--- src/rtl/ysyx_22040237_ctrl_pkg.sv ---
// ysyx_22040237_ctrl_pkg: shared state encoding and constants for the instruction sequencer
package ysyx_22040237_ctrl_pkg;
    typedef enum logic [3:0] {
        ST_RESET,
        ST_FETCH_REQ,
        ST_FETCH_WAIT,
        ST_DECODE,
        ST_EXEC,
        ST_MEM_REQ,
        ST_MEM_WAIT,
        ST_WB,
        ST_HALT
    } state_t;

    localparam logic [1:0] TRAP_NONE    = 2'd0;
    localparam logic [1:0] TRAP_EBREAK  = 2'd1;
    localparam logic [1:0] TRAP_ILLEGAL = 2'd2;

    localparam logic [31:0] DEFAULT_RESET_PC = 32'h8000_0000;
endpackage

--- src/rtl/ysyx_22040237_pcgen.sv ---
// ysyx_22040237_pcgen: program counter with sequential / jal next-PC selection
module ysyx_22040237_pcgen
    import ysyx_22040237_ctrl_pkg::*;
#(
    parameter logic [31:0] RESET_PC = DEFAULT_RESET_PC
) (
    input  logic        clk,
    input  logic        rst_n,
    input  logic        en,
    input  logic        jump,
    input  logic [31:0] src_j,
    output logic [31:0] pc
);
    logic [31:0] next_pc;

    assign next_pc = jump ? pc + src_j : pc + 32'd4;

    // PC only moves on the retire cycle; both adds wrap modulo 2^32
    always_ff @(posedge clk) begin
        if (!rst_n)
            pc <= RESET_PC;
        else if (en)
            pc <= next_pc;
    end
endmodule

--- src/rtl/ysyx_22040237_ctrl.sv ---
// ysyx_22040237_ctrl: multi-cycle fetch/decode/execute/memory/writeback sequencer
module ysyx_22040237_ctrl
    import ysyx_22040237_ctrl_pkg::*;
#(
    parameter logic [31:0] RESET_PC = DEFAULT_RESET_PC
) (
    input  logic        clk,
    input  logic        rst_n,
    output logic        ifu_req_valid,
    input  logic        ifu_req_ready,
    output logic [31:0] ifu_addr,
    input  logic        ifu_rsp_valid,
    input  logic [31:0] ifu_rsp_inst,
    output logic [31:0] pc,
    output logic [31:0] inst,
    input  logic        dec_jump_flag,
    input  logic [31:0] dec_src_j,
    input  logic        dec_ebreak,
    input  logic        dec_illegal,
    input  logic        dec_mem_en,
    input  logic        dec_rd_w_en,
    output logic        lsu_req_valid,
    input  logic        lsu_req_ready,
    input  logic        lsu_rsp_valid,
    output logic        rf_w_en,
    output logic        halted,
    output logic [1:0]  trap_code,
    output logic [63:0] inst_cnt
);
    state_t state, next_state;
    logic   retire;

    assign retire   = state == ST_WB;
    assign ifu_addr = pc;

    ysyx_22040237_pcgen #(.RESET_PC(RESET_PC)) u_pcgen (
        .clk   (clk),
        .rst_n (rst_n),
        .en    (retire),
        .jump  (dec_jump_flag),
        .src_j (dec_src_j),
        .pc    (pc)
    );

    // State register; reset parks the FSM in ST_RESET so stale responses are ignored
    always_ff @(posedge clk) begin
        state <= !rst_n ? ST_RESET : next_state;
    end

    // Next-state and per-state request/strobe outputs
    always_comb begin
        next_state    = state;
        ifu_req_valid = 1'b0;
        lsu_req_valid = 1'b0;
        rf_w_en       = 1'b0;
        halted        = 1'b0;
        case (state)
            ST_RESET:      next_state = ST_FETCH_REQ;
            ST_FETCH_REQ: begin
                ifu_req_valid = 1'b1;
                next_state    = ifu_req_ready ? ST_FETCH_WAIT : ST_FETCH_REQ;
            end
            ST_FETCH_WAIT: next_state = ifu_rsp_valid ? ST_DECODE : ST_FETCH_WAIT;
            ST_DECODE:     next_state = (dec_illegal || dec_ebreak) ? ST_HALT : ST_EXEC;
            ST_EXEC:       next_state = dec_mem_en ? ST_MEM_REQ : ST_WB;
            ST_MEM_REQ: begin
                lsu_req_valid = 1'b1;
                next_state    = lsu_req_ready ? ST_MEM_WAIT : ST_MEM_REQ;
            end
            ST_MEM_WAIT:   next_state = lsu_rsp_valid ? ST_WB : ST_MEM_WAIT;
            ST_WB: begin
                rf_w_en    = dec_rd_w_en;
                next_state = ST_FETCH_REQ;
            end
            ST_HALT:       halted = 1'b1;
            default:       next_state = ST_RESET;
        endcase
    end

    // Instruction latch, trap capture and retired-instruction counter
    always_ff @(posedge clk) begin
        if (!rst_n) begin
            inst      <= '0;
            trap_code <= TRAP_NONE;
            inst_cnt  <= '0;
        end else begin
            if (state == ST_FETCH_WAIT && ifu_rsp_valid)
                inst <= ifu_rsp_inst;
            if (state == ST_DECODE)
                trap_code <= dec_illegal ? TRAP_ILLEGAL : dec_ebreak ? TRAP_EBREAK : TRAP_NONE;
            if (retire)
                inst_cnt <= inst_cnt + 64'd1;
        end
    end
endmodule

--- config.mk ---
export PLATFORM = sky130hd
export DESIGN_NAME = ysyx_22040237_ctrl
export DESIGN_NICKNAME = d
export VERILOG_FILES = /design/src/rtl/ysyx_22040237_ctrl_pkg.sv /design/src/rtl/ysyx_22040237_pcgen.sv /design/src/rtl/ysyx_22040237_ctrl.sv
export SDC_FILE = /design/constraint.sdc
export NUM_CORES = 1
export LEC_CHECK = 0
export ABC_CLOCK_PERIOD_IN_PS = 3680
export BUFFER_PORTS_ARGS = -buffer_cell sky130_fd_sc_hd__clkbuf_2
export CAP_MARGIN = 20
export CORE_MARGIN = 10
export CORE_UTILIZATION = 53
export CTS_CLUSTER_DIAMETER = 150
export DETAILED_ROUTE_END_ITERATION = 10
export PLACE_DENSITY = 0.82
export SLEW_MARGIN = 20
export SYNTH_ARGS = -nofsm -noshare
export SYNTH_HDL_FRONTEND = slang
export SYNTH_SLANG_ARGS = --single-unit
--- constraint.sdc ---
create_clock -name clk -period 3.68 [get_ports clk]
set_clock_uncertainty 0.1 [all_clocks]
set_input_delay 0.368 -clock clk [delete_from_list [all_inputs] [get_ports clk]]
set_output_delay 0.368 -clock clk [all_outputs]
set_load 0.02 [all_outputs]
; ---- After elaboration in Yosys (flattened, before gate mapping)
; Index checks and enable logic that the tools add are counted.
[word_totals]
word_cells = 34
output_inout_bits = 166
reg_bits = 134
input_bits = 75
[op_classes]
mux = 14
eq_ne = 8
add_sub_neg = 3
n_reduce_logical = 4
[op_table]
columns = op, n
row1 = adder 64 x 1 -> 64 bit (second input constant), 1
row2 = adder 32 x 3 -> 32 bit (second input constant), 1
row3 = adder 32 bit, 1
row4 = 2-to-1 mux 32 bit, 1
row5 = case mux 4 bit (8 select lines), 1
row6 = == test 4 x 3 -> 1 bit (second input constant), 4
row7 = == test 4 x 2 -> 1 bit (second input constant), 2
row8 = 2-to-1 mux 2 bit, 4
row9 = 2-to-1 mux 1 bit, 7
row10 = == test 4 x 1 -> 1 bit (second input constant), 1
row11 = == test 4 bit (second input constant), 1
row12 = logical NOT 4 bit, 1
row13 = 2-to-1 mux 4 bit, 1
row14 = OR reduction 2 bit, 1
row15 = logical AND 1 bit, 1
row16 = logical OR 1 bit, 1

; ---- Logic depth before layout (Yosys ltp)
; Gate-level depths: netlist (run 1).
[logic_depth]
depth_word = 3
depth_mapped = 12
mapped_depth_nobuf = 12

; ---- Cells and area by module
; A second synthesis (run 1) with hierarchy kept.
[hier_totals]
hier_cells = 1143
hier_area_um2 = 8624.5
[modules_own_cells]
columns = module, instances, cells_per_inst, area_each_um2
row1 = ysyx_22040237_ctrl, 1, 600, 4818.4
row2 = ysyx_22040237_pcgen, 1, 543, 3806.2

; ---- Worst setup path after synthesis (run 1)
; OpenSTA, ideal clock, no wires.
[synth_path]
kind = register -> register
startpoint = reg u_pcgen.pc[13]
endpoint = reg u_pcgen.pc[30]
slack_ns = 0.962
setup_ns = 0.132
stages_incl_launch_ff = 12
required_time_ns = 3.448
arrival_time_ns = 2.486
path_cell_list = dfxtp_1 -> ha_1 -> buf_2 -> a21oi_1 -> o211ai_1 -> and3_1 -> and3_1 -> a21oi_2 -> o21ai_0 -> a221oi_1 -> mux2i_1 -> o21ai_0
[synth_via]
elab_chain_len = 2
[synth_lines]
columns = item, line
row1 = "start, declared", ysyx_22040237_pcgen.sv:12  ; output logic [31:0] pc
row2 = "start signal, assigned", ysyx_22040237_pcgen.sv:23  ; pc <= next_pc;
row3 = adder 32 x 3 -> 32 bit / adder 32 bit (equally long branches), ysyx_22040237_pcgen.sv:16  ; assign next_pc = jump ? pc + src_j : pc + 32'd4;
row4 = 2-to-1 mux 32 bit (*), ysyx_22040237_pcgen.sv:16
; Every way passes the cells marked *; elsewhere a longest branch is shown, timed or not.
; A chain may end at the register's enable or synchronous reset.

; ---- Worst setup path after layout (run 1)
[layout_path]
startpoint = reg u_pcgen.pc[12]
endpoint = reg u_pcgen.pc[31]
; The elaborated chain is that of the path after synthesis.

==> results.toml, run 1 <==
[timing]
slew_viol_final = 0
hold_viol_final = 0
tightest_slew_ns = 0.774
fin_tns_setup_ns = 0
period_share = 0.802
min_period_ns = 2.95
grt_setup_unrepaired = "no"
worst_slack_ns = 0.730
timing.fmax_mhz = 339
slew_headroom = 0.484
setup_viol = 0
whs_ns = 0.0856

[power]
p_per_area_nw_per_um2 = 339
sw_frac_of_total = 0.243
p_int_mw = 2.49
combPwrFrac = 0.066
power.total_mw = 3.29
p_leak_nw = 4.28
power_frac_seq = 0.449
ir_worst_vdd_mv = 0.308
p_clk_frac = 0.485
switching_power_mw = 0.800

[final_layout]
fin_area_um2 = 9690
area_growth_pct = 20.4
diodes = 0
stdcell_count = 1399
drive_gt1_frac = 0.242
nets = 1311
fin_util = 0.659

[yosys]
synth_edf_count = 0
ys_seq_area_frac = 0.333
synth_top_area_cell = "dfxtp_1"
yosysTopAreaCellShare = 0.333
avgSynthCellArea_um2 = 7.95
synth_area_leaders = "dfxtp_1 33%, nand2_1 6.4%, xnor2_1 5.9%"
synth_most_common_cell = "nand2_1"
syn-instance-count = 1012
yosysWarnings = 0
syn_area_um2 = 8050
ys_types = 64
synthArstFlopShare = 0
syn-num-nets = 1121
synthTopCellsByCount = "138 x nand2_1, 134 x dfxtp_1, 68 x a21oi_1, 68 x and2_1, 59 x o21ai_0"
synth_ff_type = "dfxtp_1"
ys_ff_latch = 134

[global_route]
overflow = 0
grt_max_degree = 86
grtUsageTotal = 0.205
grt_pass1_vias = 7209
antenna_found_initial = 0
grt_pass1_wl_um = 34900

[floorplanning]
ios = 241
die_w_um = 143
initial_utilization = 0.548
die-height_um = 143
core.rowCount = 44
core_um2 = 14700
die-area_um2 = 20500

[critical_path]
worstSetupPathType = "reg2reg"
cp_common_cell = "a21oi_1"
worst_setup_path_start_kind = "flip-flop"
worstSetupEndpointType = "flip-flop"
arrival_ns = 3.11
cp_top_family = "compound AO/OA/AOI/OAI gates"
critPathMaxStageDelay_ns = 0.51
path_buf_inv = 0
path_cells = "ha_1 > a21oi_1 > o21ai_0 > a311oi_2 > a21oi_1 > o21ai_2 > nor3_1 > a2111oi_4 > xnor2_1 > a31oi_1"
required_ns = 3.84
critPathSlowestCell = "dfxtp_1"
crit_path_max_fanout = 9

[place]
place.gp.congestion = 0.912
dp_cells = 1367
place_hpwl_um = 16500
preCtsSetupSlack_ns = 0.741
place_area_um2 = 9130
port_buffers = 240

[cts]
cts_setup_buffers = 0
holdBufCountCts = 0
clock-root-buffer = "clkbuf_16"
htreeDepth = 4
clock-sinks = 134
cts_resized = 0
cts_tree = "yes"
max-clock-path-buffers = 2
clk_pin_slew_ns = 0.06
cts_buffers = 17
clk_latency_ns = 0.41

[route]
drt_first_pass_iters = 5
vias = 7690
wl_per_cell_um = 15.8
wirelength_um = 22100
drcViolationCount = 0
antenna_left = 0
drt_iter0_markers = 510
viasPerCell = 5.50

[worst_hold_path]
min_path_type = "in2reg"

[run]
max-cap-violations = 0

[run_status]
status = "finished, final reports clean"
==> per-layer routing <==
layer  part of all wire  wire (um)  global-route usage  vias to the layer above
met4              0.019        409              0.0661                        0
met2               0.48      10500               0.344                      236
li1                   -          -                   -                     3904
met1               0.43       9530               0.248                     3516
met3              0.071       1560              0.0597                       34
met5                  0          0                   0                        -
==> power groups by stage <==
stage,clock (mW),sequential [mW],combinational [mW]
final,1.59,1.47,0.217
after global routing,1.69,1.48,0.242
after CTS,1.63,1.47,0.218
after detailed placement,0,1.51,0.217
after global placement,0,1.50,0.214
after floorplan,0,1.51,0.133
==> sequential cells by signal (all words and copies together) (netlist names) <==
name        cells
inst           32
inst_cnt       64
state           4
trap_code       2
u_pcgen.pc     32
==> path summary, 6_finish.rpt <==
check,from,to,slack (ns),cells past startpoint
setup reg to reg,u_pcgen.pc[12],u_pcgen.pc[31],0.73,10
setup / recovery,u_pcgen.pc[12],u_pcgen.pc[31],0.73,10
hold / removal,ifu_rsp_inst[19],inst[19],0.09,3
hold reg to reg,inst[22],inst[22],0.36,2
==> cell type report <==
cell class	count	area (um2)
Inverter	16	60.1
Sequential cell	134	2680
Multi-Input combinational cell	782	4880
Tap cell	184	230
Clock inverter	14	129
Fill cell	1295	5010
Timing Repair Buffer	251	1290
Clock buffer	18	429
==> cell families after synthesis <==
| kind of cell | after synthesis | synth area share |
|---|---|---|
| and+or+nand+nor | 425 | 0.270 |
| AOI/OAI and AO/OA | 240 | 0.190 |
| DFF | 134 | 0.333 |
| buffers and inverters | 96 | 0.0619 |
| xor gates and xnor gates | 80 | 0.0871 |
| adders and majority gates | 34 | 0.0538 |
| muxes | 3 | 0.00373 |
==> worst register-to-register path, cell delays in order (launching register included) <==
cell and delay [ns]:
dfxtp_1 0.51, ha_1 0.36, a21oi_1 0.22, o21ai_0 0.14, a311oi_2 0.35, a21oi_1 0.18
o21ai_2 0.25, nor3_1 0.10, a2111oi_4 0.34, xnor2_1 0.16, a31oi_1 0.09
==> placed cells by master (no fill, tap or decap), drive strengths merged, types with 7 or more instances in the layout <==
| cell | synthesis | routed |
|---|---|---|
| a21boi | 44 | 44 |
| a21o | 9 | 9 |
| a21oi | 69 | 69 |
| a31oi | 7 | 7 |
| and2 | 70 | 70 |
| and3 | 27 | 27 |
| buf | 41 | 12 |
| clkbuf | 39 | 257 |
| dfxtp | 134 | 134 |
| ha | 33 | 33 |
| inv | 16 | 18 |
| nand2 | 139 | 139 |
| nand2b | 11 | 11 |
| nand3 | 53 | 53 |
| nand4 | 19 | 19 |
| nor2 | 48 | 48 |
| nor2b | 13 | 13 |
| nor3 | 12 | 12 |
| o211ai | 11 | 11 |
| o21ai | 61 | 61 |
| or3 | 8 | 8 |
| xnor2 | 54 | 54 |
| xor2 | 26 | 26 |
Power figures use the tool's default switching activity.
==> run 2, diff against run 1 <==
--- a/config.mk
+++ b/config.mk
@@ -5,14 +5,15 @@
 export SDC_FILE = /design/constraint.sdc
 export NUM_CORES = 1
 export LEC_CHECK = 0
-export ABC_CLOCK_PERIOD_IN_PS = 3680
+export ABC_AREA = 1
+export ABC_CLOCK_PERIOD_IN_PS = 2690
 export BUFFER_PORTS_ARGS = -buffer_cell sky130_fd_sc_hd__clkbuf_2
 export CAP_MARGIN = 20
 export CORE_MARGIN = 10
-export CORE_UTILIZATION = 53
+export CORE_UTILIZATION = 50
 export CTS_CLUSTER_DIAMETER = 150
 export DETAILED_ROUTE_END_ITERATION = 10
-export PLACE_DENSITY = 0.82
+export PLACE_DENSITY = 0.78
 export SLEW_MARGIN = 20
 export SYNTH_ARGS = -nofsm -noshare
 export SYNTH_HDL_FRONTEND = slang
==> constraint.sdc (replaced) <==
create_clock -name clk -period 2.69 [get_ports clk]
set_clock_uncertainty 0.1 [all_clocks]
set_input_delay 0.269 -clock clk [delete_from_list [all_inputs] [get_ports clk]]
set_output_delay 0.269 -clock clk [all_outputs]
set_load 0.02 [all_outputs]
==> run 2 against run 1 <==
Synthesized cell count rose by 63%. Total power up 55%. Setup slack lost 0.45 ns. Fmax increased by 22%. Global-route usage grew 6.7 points. Non-clock buffer count up 39. Sequential power increased by 38%. Clock power increased by 64%. Critical endpoint is now u_pcgen.pc[20]. Largest power group unchanged.
==> results.toml, run 2 <==
[route]
drcViolationCount = 0
vias = 11546
antenna_left = 0
drt_first_pass_iters = 6
viasPerCell = 5.34
wirelength_um = 36700
m1WireLength_um = 15000
drt_iter0_markers = 980
wl_per_cell_um = 17.0
routed-wl-met2_um = 16400
routed.top_layer = "met4"
met3WireLength_um = 4120

[critical_path]
cp_common_cell = "nand2_1"
critPathMaxStageDelay_ns = 0.38
path_cells = "ha_1 > inv_1 > fa_1 > inv_1 > nand3_1 > nand3_1 > nand2_1 > nand2_1 > nand2_1 > nand2_1 > nand2_1 > nand3_1 > nand3_1 > a21oi_1"
worst_setup_path_start_kind = "flip-flop"
crit_path_max_fanout = 4
arrival_ns = 2.67
rr_worst_depth = 14
worstSetupPathType = "reg2reg"
required_ns = 2.95
critPathSlowestCell = "dfxtp_1"
worstSetupEndpointType = "flip-flop"

[cts]
clock-sinks = 134
htreeDepth = 4
clock-root-buffer = "clkbuf_16"
holdBufCountCts = 27
cts_buffers = 17
cts_tree = "yes"
clk_pin_slew_ns = 0.07
cts_resized = 0
clk_latency_ns = 0.44
max-clock-path-buffers = 2
cts_setup_buffers = 0

[worst_hold_path]
min_path_type = "in2reg"
whs_path_depth = 3

[final_layout]
nets = 1994
diodes = 0
fillCellCount = 1867
regMostFlops = "inst_cnt"
area_growth_pct = 22.6
register_area_um2 = 2680
layout_commonest_cell = "nand2_1"
multi_input_area_um2 = 6000
fin_area_um2 = 12100
drive_gt1_frac = 0.181
layout_common_cells = "445 x nand2_1, 240 x clkbuf_2, 231 x nor2_1"
biggestRegsByFlops = "inst_cnt (64), inst (32), u_pcgen.pc (32)"
largest_register_ffs = 64

[floorplanning]
die_w_um = 161
initial_utilization = 0.509
die-height_um = 161
core.rowCount = 51
die-area_um2 = 25900
core_um2 = 19500
ios = 241

[power]
ir_worst_vdd_mv = 0.475
power.total_mw = 5.08
switching_power_mw = 1.32
combPwrFrac = 0.086
p_leak_nw = 5.90
sw_frac_of_total = 0.260
power_frac_seq = 0.399
p_per_area_nw_per_um2 = 418
p_clk_frac = 0.514
p_int_mw = 3.76

[yosys]
synth_edf_count = 0
synth_ff_type = "dfxtp_1"
synthTopCellsByCount = "445 x nand2_1, 231 x nor2_1, 209 x inv_1"
synth_top_area_cell = "dfxtp_1"
synth_most_common_cell = "nand2_1"
yosysTopAreaCellShare = 0.271
synth_area_leaders = "dfxtp_1 27%, nand2_1 17%, nor2_1 8.8%"
syn_area_um2 = 9910
synthArstFlopShare = 0
ys_types = 46
yosysWarnings = 0
avgSynthCellArea_um2 = 6.02
ys_seq_area_frac = 0.271
syn-num-nets = 1755
ys_ff_latch = 134
syn-instance-count = 1646

[timing]
timing.fmax_mhz = 415
grt_setup_unrepaired = "no"
period_share = 0.896
min_period_ns = 2.41
fin_tns_setup_ns = 0
slew_viol_final = 0
hold_viol_final = 0
setup_viol = 0
tightest_slew_ns = 0.817
slew_headroom = 0.455

[global_route]
grt_max_degree = 81
grt_pass1_vias = 10852
antenna_found_initial = 0
grtUsageTotal = 0.272
grt_pass1_wl_um = 57400
overflow = 0

[run]
max-cap-violations = 0

[place]
place_hpwl_um = 27900
port_buffers = 240
place.gp.congestion = 1.02
place_area_um2 = 11200

[run_status]
status = "finished, final reports clean"
[run 2: changes by cell type in the layout (fill, tap and decap cells not counted), sizes merged, moves of 45 or more]
| cell | delta |
|---|---|
| inv | +209 |
| nand3 | +47 |
| and2 | -64 |
| nor2 | +196 |
| xnor2 | -45 |
| nor3 | +45 |
| nand2 | +314 |
[run 2: through the flow]
stage | utilization | hold slack (ns) | setup WS (ns) | instances
floorplan | - | 0.328 | 0.526 | 1646
global placement | 0.577 | 0.357 | 0.422 | 2104
detailed placement | 0.577 | 0.374 | 0.354 | 2104
CTS | 0.624 | 0.000738 | 0.328 | 2163
global route | 0.624 | 0.0304 | 0.0561 | 2163
finish | 0.624 | 0.0107 | 0.281 | 2163
[run 2: final cells by class]
cell class                      instances  area share
Multi-Input combinational cell       1220       0.494
Sequential cell                       134       0.221
Timing Repair Buffer                  290       0.136
Inverter                              222      0.0686
Clock buffer                           18      0.0353
Tap cell                              265      0.0273
Clock inverter                         14      0.0174
[run 2: critical path: cells and delay by family, from the launching register on]
family	cells	cell delay, ns
AOI/OAI and AO/OA	1	0.16
buffers and inverters	2	0.19
DFF	1	0.38
and+or+nand+nor	9	0.95
adders and majority gates	2	0.58
[run 2: metal layers]
metal / up-vias / track usage
li1: 5689 / -
met1: 5166 / 0.334
met2: 612 / 0.441
met3: 79 / 0.0775
met4: 0 / 0.105
met5: - / 0
[run 2: final timing paths]
| kind | slack (ns) | endpoint | startpoint |
|---|---|---|---|
| worst min register to register | 0.38 | trap_code[0] | trap_code[0] |
| worst max-delay path | 0.28 | u_pcgen.pc[20] | u_pcgen.pc[0] |
| worst min-delay path | 0.01 | inst[21] | ifu_rsp_inst[21] |
| worst max register to register | 0.28 | u_pcgen.pc[20] | u_pcgen.pc[0] |
[run 2: kinds of logic (layout without fill, tap and decap cells)]
kind of cell	Yosys count	in the layout	synth area share
AOI/OAI and AO/OA	228	228	0.121
xor gates and xnor gates	50	50	0.0442
and+or+nand+nor	908	908	0.397
buffers and inverters	292	544	0.123
adders and majority gates	34	34	0.0437
DFF	134	134	0.271
[run 2: power by group through the flow]
stage	combinational, mW	clock, mW	sequential (mW)
after global routing	0.483	2.71	2.03
after floorplan	0.215	0	2.10
after detailed placement	0.394	0	2.07
after global placement	0.392	0	2.07
after CTS	0.427	2.64	2.03
final	0.438	2.61	2.03
==> run 3, diff against run 2 <==
--- a/config.mk
+++ b/config.mk
@@ -14,7 +14,7 @@
 export CTS_CLUSTER_DIAMETER = 150
 export DETAILED_ROUTE_END_ITERATION = 10
 export PLACE_DENSITY = 0.78
-export SLEW_MARGIN = 20
+export REMOVE_ABC_BUFFERS = 1
 export SYNTH_ARGS = -nofsm -noshare
 export SYNTH_HDL_FRONTEND = slang
 export SYNTH_SLANG_ARGS = --single-unit
==> run 3 against run 2 <==
Register-to-register slack improved by 0.02 ns. Critical path depth did not move. Via count decreased by 2.6%. Global-route usage decreased by 2.1 points. Combinational power is 4.6% lower. First-iteration DRC count grew 7.8%. Critical path type unchanged.
==> results.toml, run 3 (synthesis results as in run 2) <==
[final_layout]
stdcell_count = 2161
area_growth_pct = 21.7
drive_gt1_frac = 0.185
layout_commonest_cell = "nand2_1"
fin_area_um2 = 12100
regMostFlops = "inst_cnt"
diodes = 0
largest_register_ffs = 64
biggestRegsByFlops = "inst_cnt (64), inst (32), u_pcgen.pc (32)"
nets = 1992
layout_common_cells = "445 x nand2_1, 240 x clkbuf_2, 231 x nor2_1"
fin_util = 0.619

[global_route]
grtUsageTotal = 0.251
grt_pass1_vias = 10607
grtUsageMet1 = 0.319
grt_busiest_layer = "met2"
gr-usage-met3 = 0.0667
use_met2 = 0.404
antenna_found_initial = 0
grt_max_degree = 81
grt_pass1_wl_um = 53800
overflow = 0

[power]
ir_worst_vdd_mv = 0.420
p_leak_nw = 5.87
p_per_area_nw_per_um2 = 397
power.total_mw = 4.78

[route]
wl_per_cell_um = 15.6
viasPerCell = 5.20
drt_iter0_markers = 1056
drt_first_pass_iters = 6
drcViolationCount = 0
antenna_left = 0
wirelength_um = 33800
vias = 11242

[critical_path]
rr_startpoint = "u_pcgen.pc[0]"
required_ns = 2.95
worstSetupPathType = "reg2reg"
worstSetupEndpointType = "flip-flop"
arrival_ns = 2.65
r2r_end = "u_pcgen.pc[28]"
worst_setup_path_start_kind = "flip-flop"
crit_path_max_fanout = 4
rrSetupSlack_ns = 0.30
rr_worst_depth = 14

[cts]
clk_pin_slew_ns = 0.07
clock-sinks = 134
cts_setup_buffers = 0
cts_tree = "yes"
cts_resized = 0
htreeDepth = 4
max-clock-path-buffers = 2
clock-root-buffer = "clkbuf_16"
cts_buffers = 17
clk_latency_ns = 0.43

[timing]
slew_viol_final = 0
worst_slack_ns = 0.304
grt_setup_unrepaired = "no"
hold_viol_final = 0
setup_viol = 0
fin_tns_setup_ns = 0
tightest_slew_ns = 0.812
timing.fmax_mhz = 419
period_share = 0.887
min_period_ns = 2.39
whs_ns = 0.00781
slew_headroom = 0.458

[place]
dp_cells = 2111
preCtsSetupSlack_ns = 0.339
place_area_um2 = 11300
place.gp.congestion = 0.998
place_hpwl_um = 26400
port_buffers = 240

[floorplanning]
core.rowCount = 51
die-area_um2 = 25900
die-height_um = 161
initial_utilization = 0.509
ios = 241
core_um2 = 19500
die_w_um = 161

[run_status]
status = "finished, final reports clean"

[worst_hold_path]
min_from = "ifu_rsp_inst[14]"
whs_path_depth = 3
hold_end = "inst[14]"
min_path_type = "in2reg"

[run]
max-cap-violations = 0
-- run 3: cell types whose count changed in the layout (fill, tap and decap cells not counted) --
cell	delta
dlygate4sd3_1	-10
buf_4	+8
bufinv_16	-2
clkinv_4	+2
clkinvlp_4	+2
inv_6	-2
inv_8	-2
buf_12	-1
buf_16	+1
clkbuf_1	+1
clkinv_2	+1
-- run 3: how the worst max path moves through the flow --
stage	start	endpoint	slack, ns	cells after the start
4_1_cts	u_pcgen.pc[0]	u_pcgen.pc[28]	0.32	14
3_3_place_gp	u_pcgen.pc[0]	u_pcgen.pc[28]	0.46	15
3_5_place_dp	u_pcgen.pc[0]	u_pcgen.pc[28]	0.34	14
2_1_floorplan	state[2]	inst_cnt[50]	0.31	12
5_1_grt	u_pcgen.pc[0]	u_pcgen.pc[28]	0.04	14
6_report	u_pcgen.pc[0]	u_pcgen.pc[28]	0.30	14
-- run 3: cell type report --
cell class | instances | area (um2)
fill | 1860 | 7410
multi-input combinational | 1220 | 6000
inverter | 222 | 833
timing repair buffer | 288 | 1620
clock inverter | 13 | 149
sequential | 134 | 2680
clock buffer | 19 | 433
tap | 265 | 332
-- run 3: timing repair --
action,4_1_cts,5_1_grt
endpoints found under the setup margin,0,0
hold buffers,17,0
endpoints found under the hold margin,17,0
-- run 3: critical path: stages (launching register included) --
cell and delay [ns]:
dfxtp_1 0.39, ha_1 0.23, inv_1 0.07, fa_1 0.35, inv_1 0.12, nand3_1 0.08, nand3_1 0.13, nand2_1 0.07
nand2_1 0.16, nand2_1 0.07, nand2_1 0.15, nand2_1 0.10, nand3_1 0.09, nand3_1 0.07, a21oi_1 0.14
-- run 3: power breakdown --
| group | switching (mW) | internal, mW | total, mW |
|---|---|---|---|
| logic | 0.260 | 0.158 | 0.418 |
| clock network | 0.958 | 1.38 | 2.33 |
| registers | 0.0157 | 2.01 | 2.03 |
| total | 1.23 | 3.55 | 4.78 |
-- run 3: per-layer routing --
metal / wire length [um] / part of all wire
met1: 14800 / 0.44
met2: 15200 / 0.45
met3: 3020 / 0.090
met4: 804 / 0.024
met5: 0 / 0
